--- src/rtl/branch_resolve_unit_if.sv ---
// Fetch/EX-side branch bundle and BHT update/flush bundle
// for the branch resolve unit.
interface branch_resolve_unit_if #(
  parameter int PC_W  = 64,
  parameter int LOWER = 7
);
  logic             push;
  logic [PC_W-1:0]  push_pc;
  logic             push_pred;
  logic             resolve;
  logic             resolve_taken;
  logic             resolve_jump;
  logic [PC_W-1:0]  resolve_target;
  logic             bht_we;
  logic [LOWER-1:0] bht_write_addr;
  logic             bht_was_taken;
  logic             bht_jumped;
  logic             flush;
  logic [PC_W-1:0]  redirect_pc;

  modport master (
    output push, push_pc, push_pred,
    output resolve, resolve_taken,
    output resolve_jump, resolve_target,
    input  bht_we, bht_write_addr,
    input  bht_was_taken, bht_jumped,
    input  flush, redirect_pc
  );

  modport slave (
    input  push, push_pc, push_pred,
    input  resolve, resolve_taken,
    input  resolve_jump, resolve_target,
    output bht_we, bht_write_addr,
    output bht_was_taken, bht_jumped,
    output flush, redirect_pc
  );
endinterface

--- src/rtl/branch_resolve_unit.sv ---
// In-order queue of predicted branches; resolves them against EX,
// emits BHT updates and one-cycle mispredict flushes.
module branch_resolve_unit #(
  parameter  int LOWER = 7,
  parameter  int PC_W  = 64,
  parameter  int DEPTH = 4,
  parameter  int CNT_W = 16,
  localparam int PTR_W = $clog2(DEPTH),
  localparam int CW    = PTR_W + 1
) (
  input  logic             clk,
  input  logic             arst_n,
  input  logic             en,
  branch_resolve_unit_if.slave bif,
  output logic [CW-1:0]    count,
  output logic             full,
  output logic             empty,
  output logic             underflow,
  output logic [CNT_W-1:0] mispredict_cnt
);

  logic [PC_W-1:0]  mem_pc   [DEPTH];
  logic             mem_pred [DEPTH];
  logic [PTR_W-1:0] wr_ptr;
  logic [PTR_W-1:0] rd_ptr;

  logic [PC_W-1:0]  head_pc;
  logic             head_pred;
  logic             actual;
  logic             pop;
  logic             mis;
  logic             acc;
  logic [CW-1:0]    cnt_nxt;

  always_comb begin
    head_pc   = mem_pc[rd_ptr];
    head_pred = mem_pred[rd_ptr];
    actual    = bif.resolve_taken | bif.resolve_jump;
    pop       = en & bif.resolve & ~empty;
    mis       = pop & (actual != head_pred);
    // a pop frees the slot the push lands in, so full is no obstacle
    acc       = en & bif.push & (~full | pop) & ~mis;
    cnt_nxt   = count;
    if (mis)
      cnt_nxt = '0;
    else if (acc && !pop)
      cnt_nxt = count + CW'(1);
    else if (!acc && pop)
      cnt_nxt = count - CW'(1);
  end

  always_ff @(posedge clk) begin
    if (arst_n && acc) begin
      mem_pc[wr_ptr]   <= bif.push_pc;
      mem_pred[wr_ptr] <= bif.push_pred;
    end
  end

  always_ff @(posedge clk) begin
    if (!arst_n) begin
      wr_ptr             <= '0;
      rd_ptr             <= '0;
      count              <= '0;
      full               <= 1'b0;
      empty              <= 1'b1;
      underflow          <= 1'b0;
      mispredict_cnt     <= '0;
      bif.bht_we         <= 1'b0;
      bif.bht_write_addr <= '0;
      bif.bht_was_taken  <= 1'b0;
      bif.bht_jumped     <= 1'b0;
      bif.flush          <= 1'b0;
      bif.redirect_pc    <= '0;
    end else begin
      bif.bht_we <= 1'b0;
      bif.flush  <= 1'b0;
      if (en) begin
        count <= cnt_nxt;
        full  <= (cnt_nxt == CW'(DEPTH));
        empty <= (cnt_nxt == '0);
        if (bif.resolve && empty)
          underflow <= 1'b1;
        if (pop) begin
          bif.bht_we         <= 1'b1;
          bif.bht_write_addr <= head_pc[LOWER-1:0];
          bif.bht_was_taken  <= bif.resolve_taken;
          bif.bht_jumped     <= bif.resolve_jump;
        end
        if (mis) begin
          bif.flush       <= 1'b1;
          bif.redirect_pc <= actual ? bif.resolve_target
                                    : head_pc + PC_W'(4);
          wr_ptr          <= '0;
          rd_ptr          <= '0;
          if (mispredict_cnt != '1)
            mispredict_cnt <= mispredict_cnt + CNT_W'(1);
        end else begin
          if (acc)
            wr_ptr <= wr_ptr + PTR_W'(1);
          if (pop)
            rd_ptr <= rd_ptr + PTR_W'(1);
        end
      end
    end
  end

endmodule

--- src/flat_wrapper.sv ---
// flat-port wrapper written by rule: the top's interface ports become plain ports
module branch_resolve_unit_flat 
#(
  parameter  int LOWER = 7,
  parameter  int PC_W  = 64,
  parameter  int DEPTH = 4,
  parameter  int CNT_W = 16,
  localparam int PTR_W = $clog2(DEPTH),
  localparam int CW    = PTR_W + 1
)
  (clk, arst_n, en, count, full, empty, underflow, mispredict_cnt, bif_push, bif_push_pc, bif_push_pred, bif_resolve, bif_resolve_taken, bif_resolve_jump, bif_resolve_target, bif_bht_we, bif_bht_write_addr, bif_bht_was_taken, bif_bht_jumped, bif_flush, bif_redirect_pc);
  branch_resolve_unit_if #(.PC_W(PC_W), .LOWER(LOWER)) bif_i ();
  input  logic clk;
  input  logic arst_n;
  input  logic en;
  output logic [CW-1:0] count;
  output logic full;
  output logic empty;
  output logic underflow;
  output logic [CNT_W-1:0] mispredict_cnt;
  input wire logic [$bits(bif_i.push)-1:0] bif_push;
  input wire logic [$bits(bif_i.push_pc)-1:0] bif_push_pc;
  input wire logic [$bits(bif_i.push_pred)-1:0] bif_push_pred;
  input wire logic [$bits(bif_i.resolve)-1:0] bif_resolve;
  input wire logic [$bits(bif_i.resolve_taken)-1:0] bif_resolve_taken;
  input wire logic [$bits(bif_i.resolve_jump)-1:0] bif_resolve_jump;
  input wire logic [$bits(bif_i.resolve_target)-1:0] bif_resolve_target;
  output wire logic [$bits(bif_i.bht_we)-1:0] bif_bht_we;
  output wire logic [$bits(bif_i.bht_write_addr)-1:0] bif_bht_write_addr;
  output wire logic [$bits(bif_i.bht_was_taken)-1:0] bif_bht_was_taken;
  output wire logic [$bits(bif_i.bht_jumped)-1:0] bif_bht_jumped;
  output wire logic [$bits(bif_i.flush)-1:0] bif_flush;
  output wire logic [$bits(bif_i.redirect_pc)-1:0] bif_redirect_pc;
  assign bif_i.push = bif_push;
  assign bif_i.push_pc = bif_push_pc;
  assign bif_i.push_pred = bif_push_pred;
  assign bif_i.resolve = bif_resolve;
  assign bif_i.resolve_taken = bif_resolve_taken;
  assign bif_i.resolve_jump = bif_resolve_jump;
  assign bif_i.resolve_target = bif_resolve_target;
  assign bif_bht_we = bif_i.bht_we;
  assign bif_bht_write_addr = bif_i.bht_write_addr;
  assign bif_bht_was_taken = bif_i.bht_was_taken;
  assign bif_bht_jumped = bif_i.bht_jumped;
  assign bif_flush = bif_i.flush;
  assign bif_redirect_pc = bif_i.redirect_pc;
  branch_resolve_unit #(.LOWER(LOWER), .PC_W(PC_W), .DEPTH(DEPTH), .CNT_W(CNT_W)) u_core (.clk(clk), .arst_n(arst_n), .en(en), .bif(bif_i), .count(count), .full(full), .empty(empty), .underflow(underflow), .mispredict_cnt(mispredict_cnt));
endmodule
--- config.mk ---
export PLATFORM = sky130hd
export DESIGN_NAME = branch_resolve_unit_flat
export DESIGN_NICKNAME = d
export VERILOG_FILES = /design/src/rtl/branch_resolve_unit_if.sv /design/src/rtl/branch_resolve_unit.sv /design/src/flat_wrapper.sv
export SDC_FILE = /design/constraint.sdc
export NUM_CORES = 1
export LEC_CHECK = 0
export ABC_AREA = 1
export BUFFER_PORTS_ARGS = -buffer_cell sky130_fd_sc_hd__buf_2
export CAP_MARGIN = 20
export CELL_PAD_IN_SITES_DETAIL_PLACEMENT = 0
export CELL_PAD_IN_SITES_GLOBAL_PLACEMENT = 1
export CORE_MARGIN = 4
export CORE_UTILIZATION = 47
export CTS_CLUSTER_DIAMETER = 150
export DETAILED_ROUTE_END_ITERATION = 8
export GPL_TIMING_DRIVEN = 0
export PLACE_DENSITY = 0.81
export SYNTH_ARGS = -nofsm -noshare
export SYNTH_HDL_FRONTEND = slang
export SYNTH_SLANG_ARGS = --single-unit
--- constraint.sdc ---
create_clock -name clk -period 10.35 [get_ports clk]
set_input_delay 0 -clock clk [delete_from_list [all_inputs] [get_ports clk]]
set_output_delay 0 -clock clk [all_outputs]
set_load 0.05 [all_outputs]
==> results.yml, run 1 <==
cts:
  cts_root_buffer: "clkbuf_16"
  cts_buffer_depth: 3
  cts_sinks: 363
  insertion_delay_ns: 0.57
  cts_resized: 0
  post-cts-setup-buffers: 0
  path_clk_slew_ns: 0.06
  cts_hold_buf: 137
  cts_tree: "yes"
  h-tree-depth: 2
  cts_buffers: 39
synth:
  ys_warn_count: 0
  syn_inst: 1869
  ys_types: 43
  syn_nets: 2013
  synth.avg_cell_area_um2: 8.941
  yosysSeqAreaShare: 0.5906
  synth_area_mm2: 0.01671
  ys_ff_latch: 363
setup_path:
  path_max_fanout: 24
  cp.arrival_ns: 3.92
  worstPathRequired_ns: 10.61
  regToRegEndpoint: "u_core.mem_pc[1][40]$_DFFE_PP_"
  criticalPathCategory: "register to register"
  crit_path_start_kind: "register"
  rr_worst_depth: 12
  critPathCaptureType: "register"
  reg2reg_slack_ns: 6.70
power:
  peakVddDrop_mv: 0.1845
  p_total_uw: 3261
  p_leak_uw: 0.008473
  swShare: 0.2485
  pwr-share-clk: 0.404
  power_frac_comb: 0.107
  powerDensity_mw_per_mm2: 153.6
  seqPwrFrac: 0.489
  switchingPower_uw: 810.1
  p_int_uw: 2450
timing:
  timing.fmax_ghz: 0.2737
  finalMaxSlewViolations: 0
  skew_ns: 0.01955
  rsz0062_at_grt: "false"
  fin_crit_sh: 0.3531
  setup_viol: 0
  hold_viol: 0
  timing.hold.ws_ns: 0.1747
  min_period_ns: 3.654
  tightest_slew_ns: 0.9326
  setup_tns_ns: 0
  slew_headroom: 0.3768
outcome:
  status: "finished clean"
grt:
  grt_max_degree: 26
  grt_overflow_total: 0
  grt_pass1_wl_um: 83240
  grtUsageMet1: 0.4084
  grt.busiest_layer: "met2"
  grt_use_met3: 0.03624
  antenna_found_initial: 0
  met2_usage: 0.4593
  grtUsageTotal: 0.2824
  grt_pass1_vias: 13924
final_layout:
  nNetsFinal: 2431
  drive_above_1_share: 0.1744
  fill_cells: 3032
  final_core_util: 0.6100
  diodes: 0
  area_growth_pct: 27.02
floorplanning:
  die_h_um: 196.6
  fp.dieW_um: 196.6
  dieArea_mm2: 0.03864
  start_util: 0.4802
  ioPinCount: 233
  core_mm2: 0.03480
  num_rows: 68
drt:
  drt_iter0_drc: 1136
  antenna_left: 0
  finalWirelength_um: 55750
  drc: 0
  vias: 14689
  viasPerCell: 5.301
  drt-wirelength-per-cell_um: 20.12
  drtPass1Iterations: 5
run:
  maxCapViolations: 0
placed_design:
  place_hpwl_um: 41800
  io_buffers: 232
  gp_congestion: 0.9082
hold_path:
  hold-path-endpoint: "u_core.mem_pc[1][24]$_DFFE_PP_"
  hold_depth: 2
  hp-class: "input pin to register"
  worst_hold_startpoint: "bif_push_pc[24]"
[critical path, stage by stage, from the launching register on]
cell and delay (ns):
dfxtp_1 0.44, buf_6 0.21, nand2_1 0.07, nand3_1 0.10, nand3_1 0.10, nand3_1 0.22, nand2_1 0.17, inv_1 0.13
buf_2 0.29, nand2_1 0.29, nor2_4 0.78, buf_12 0.29, buf_16 0.20
[Yosys cell counts (all sizes together)]
cell type | n | share of area
edfxtp | 260 | 0.47
dfxtp | 103 | 0.12
nand3 | 238 | 0.072
xnor2 | 10 | 0.0052
buf | 45 | 0.020
nor2 | 230 | 0.059
nand3b | 7 | 0.0031
a211oi | 1 | 0.00045
and2 | 4 | 0.0015
clkinv | 1 | 0.00022
nand4 | 9 | 0.0034
inv | 70 | 0.016
ha | 8 | 0.0060
a21oi | 61 | 0.018
xor2 | 8 | 0.0042
o211ai | 1 | 0.00045
clkbuf | 36 | 0.0081
or2 | 1 | 0.00037
nor3 | 12 | 0.0043
a22oi | 18 | 0.0081
a32oi | 1 | 0.00052
and3 | 1 | 0.00037
o21bai | 2 | 0.00090
o21ai | 77 | 0.023
a21boi | 1 | 0.00045
nor4 | 2 | 0.00075
a31oi | 2 | 0.00075
nor3b | 2 | 0.00090
nand2 | 655 | 0.15
a32o | 2 | 0.0012
o41ai | 1 | 0.00052
[worst max-delay path by stage]
stage                              start                              to  slack [ns]
5_1_grt                         register  u_core.mem_pc[1][43]$_DFFE_PP_        6.42
6_report                        register  u_core.mem_pc[1][40]$_DFFE_PP_        6.70
3_3_place_gp                    register  u_core.mem_pc[2][35]$_DFFE_PP_        2.82
4_1_cts                         register  u_core.mem_pc[1][43]$_DFFE_PP_        6.65
3_5_place_dp                    register  u_core.mem_pc[1][45]$_DFFE_PP_        6.67
2_1_floorplan  u_core.empty$_SDFFE_PN1P_   u_core.mem_pc[0][0]$_DFFE_PP_        5.69
[power by group through the flow]
stage / clock [µW] / sequential, µW / combinational (µW)
after detailed placement: 0 / 1630 / 303
after CTS: 1330 / 1600 / 345
after floorplan: 0 / 1670 / 140
after global placement: 0 / 1630 / 295
final: 1320 / 1600 / 348
after global routing: 1390 / 1600 / 376
[registers in the layout, indices dropped and copies added (netlist names), 2 cells and up, named ones only]
register                   count
u_core.bif.redirect_pc        64
u_core.mem_pc                256
u_core.rd_ptr                  2
u_core.bif.bht_write_addr      7
u_core.count                   3
u_core.mispredict_cnt         16
u_core.mem_pred                4
u_core.wr_ptr                  2
[through the flow]
step | std cells | cell area (µm²) | setup WS [ns]
final | 2771 | 21230 | 6.696
after global routing | 2771 | 21230 | 6.424
after global placement | 2556 | 18440 | 2.823
after detailed placement | 2564 | 18650 | 6.674
after floorplan | 1869 | 16710 | 5.686
after CTS | 2771 | 21230 | 6.646
[layout make-up]
type,instances,area (µm²),share of cell area
Clock inverter,18,145.1,0.006838
Inverter,71,266.5,0.01256
Tap cell,455,569.3,0.02682
Clock buffer,52,1056,0.04975
Sequential cell,363,9869,0.4650
Timing Repair Buffer,377,2715,0.1279
Multi-Input combinational cell,1354,6143,0.2894
Buffer,81,461.7,0.02175
[cells by family (layout without fill, tap and decap cells)]
kind of cell	after synthesis	in the layout	synth area share
fa+ha+maj	8	8	0.005990
xor+xnor	18	18	0.009434
simple gates	1161	1161	0.2955
flops	363	363	0.5906
buf+inv	152	599	0.04358
compound gates	167	167	0.05488
[layout by cell type (no fill, tap or decap), drive strengths merged]
cell,instances
nand2,655
buf,285
edfxtp,260
nand3,238
nor2,230
dlygate4sd3,137
dfxtp,103
clkbuf,88
o21ai,77
inv,72
a21oi,61
a22oi,18
clkinv,16
nor3,12
xnor2,10
nand4,9
xor2,8
ha,8
nand3b,7
and2,4
o21bai,2
nor3b,2
a31oi,2
a32o,2
nor4,2
o211ai,1
a211oi,1
and3,1
a32oi,1
o41ai,1
a21boi,1
or2,1
bufinv,1
[routing by layer]
metal	vias up	wire, µm
met5	-	0
met4	0	1047
met3	68	4194
met2	613	25440
met1	6889	25070
li1	7119	-
(Power assumes the default switching activity.)
==> run 2, diff against run 1 <==
- CORE_UTILIZATION: 47 -> 40
- PLACE_DENSITY: 0.81 -> 0.73
- clock period: 10.35 -> 3 ns (I/O delays scaled with it)
==> results.yml, run 2 (synthesis gave the netlist of run 1 again) <==
setup_path:
  cp.arrival_ns: 3.31
  criticalPathCategory: "register to register"
  path_cells: "buf_4, inv_2, buf_2, nand3_1, nand2_1, nor2_2, nand2_1, nor2_1, nand2_1, nor2_1, nand2_1, nand3_1, nand3_1, nand2_1, nand2_1"
  regToRegEndpoint: "u_core.bif.redirect_pc[54]$_SDFFE_PN0P_"
  crit_path_start_kind: "register"
  rr_worst_depth: 15
  reg2reg_slack_ns: 0.14
  worstPathRequired_ns: 3.45
  path_max_fanout: 10
  critical-path-max-stage-delay_ns: 0.34
  cpMostUsedCell: "nand2_1"
  critPathSlowestCell: "nor2_1"
  critPathCaptureType: "register"
placed_design:
  gp_congestion: 0.9074
  pre_cts_slack_ns: -0.7673
  io_buffers: 232
  dpl_cell_area_mm2: 0.01874
  place_hpwl_um: 43050
final_layout:
  largest_reg_flops: 256
  area_growth_pct: 29.87
  layout_commonest_cell: "nand2_1"
  largest_register: "u_core.mem_pc"
  reg.largest.list: "u_core.mem_pc x256, u_core.bif.redirect_pc x64, u_core.mispredict_cnt x16"
  nNetsFinal: 2447
  diodes: 0
  mostFrequentLayoutCells: "nand2_1, edfxtp_1, buf_2"
  finalInstanceArea_mm2: 0.02170
  drive_above_1_share: 0.1916
timing:
  setup_ws_ns: 0.1433
  hold_viol: 0
  fin_crit_sh: 0.9522
  skew_ns: 0.01846
  finalMaxSlewViolations: 0
  tightest_slew_ns: 0.7789
  timing.hold.ws_ns: 0.1910
  slew_headroom: 0.4808
  setup_tns_ns: 0
  setup_viol: 0
  min_period_ns: 2.857
  timing.fmax_ghz: 0.3501
  rsz0062_at_grt: "false"
drt:
  viasPerCell: 5.086
  drc: 0
  drt-wirelength-per-cell_um: 20.37
  finalWirelength_um: 58360
  antenna_left: 0
  vias: 14570
  drt_iter0_drc: 1379
  drtPass1Iterations: 6
floorplanning:
  num_rows: 74
  fp.dieW_um: 212.4
  die_h_um: 212.4
  start_util: 0.4065
  dieArea_mm2: 0.04511
  core_mm2: 0.04111
  ioPinCount: 233
cts:
  cts_tree: "yes"
  path_clk_slew_ns: 0.06
  h-tree-depth: 2
  cts_root_buffer: "clkbuf_16"
  cts_buffers: 40
  cts_sinks: 363
  cts_buffer_depth: 3
  insertion_delay_ns: 0.56
hold_path:
  worst_hold_startpoint: "bif_push_pc[33]"
  hp-class: "input pin to register"
  hold_depth: 2
  hold-path-endpoint: "u_core.mem_pc[3][33]$_DFFE_PP_"
grt:
  antenna_found_initial: 0
  grt_pass1_vias: 14006
  grt_max_degree: 29
  grtUsageTotal: 0.2533
  grt_pass1_wl_um: 85420
  grt_overflow_total: 0
power:
  peakVddDrop_mv: 0.3776
  p_leak_uw: 0.008639
  powerDensity_mw_per_mm2: 544.0
outcome:
  status: "finished clean"
run:
  maxCapViolations: 0
## run 2: changes by cell type in the layout (fill, tap and decap cells not counted), moves of 3 or more
cell       change
nor2_1         -5
clkbuf_8       +4
clkinv_2       +6
nand2_1        -3
clkinv_1       -5
buf_4          +9
bufinv_16      +4
nor2_4         +8
buf_12         +3
clkbuf_1      -11
## run 2: area by class of cell
class / count / area, µm²
clock buffers: 47 / 1099
inverters: 71 / 266.5
flip-flops and latches: 363 / 9871
plain buffers: 81 / 474.2
repair buffers: 388 / 2815
fillers: 3807 / 19410
well taps: 532 / 665.6
multi-input cells: 1358 / 6245
clock inverters: 25 / 266.5
## run 2: worst max-delay path: cells and delay by family (launching register included)
family | cells | cell delay (ns)
and+or+nand+nor | 12 | 1.87
buffers and inverters | 3 | 0.56
DFF | 1 | 0.30
## run 2: metrics by stage
stage	util	power (µW)	instances
after global placement	0.4512	6642	2633
after global routing	0.5279	12200	2865
final	0.5279	11810	2865
after CTS	0.5268	11880	2863
after floorplan	-	6230	1869
after detailed placement	0.4559	6665	2641
## run 2: repair_timing
item,in CTS,in global routing
hold buffers,137,0
hold endpoints to repair,338,0
endpoints found under the setup margin,271,79
buffers inserted,9,2
pin swaps,5,2
cloned,4,0
resized for setup,14,12
## run 2: metal layers
metal | GRT usage | share of wire
met1 | 0.3592 | 0.46
met2 | 0.4198 | 0.46
met3 | 0.03143 | 0.058
met4 | 0.05775 | 0.017
met5 | 0 | 0
## run 2: worst max-delay path by stage
stage,to,slack [ns],cells past startpoint
finish,u_core.bif.redirect_pc[54]$_SDFFE_PN0P_,0.14,15
global route,u_core.bif.redirect_pc[57]$_SDFFE_PN0P_,0.005,16
CTS,u_core.mem_pc[0][42]$_DFFE_PP_,0.03,12
detailed placement,u_core.mem_pc[0][36]$_DFFE_PP_,-0.77,12
global placement,u_core.mem_pc[0][36]$_DFFE_PP_,-2.66,10
floorplan,u_core.mem_pc[0][0]$_DFFE_PP_,-0.62,7
## run 2: power breakdown
part / total (µW) / internal [µW] / switching [µW]
logic: 1240 / 419 / 818
clock network: 5070 / 3060 / 2010
registers: 5500 / 5460 / 40.3
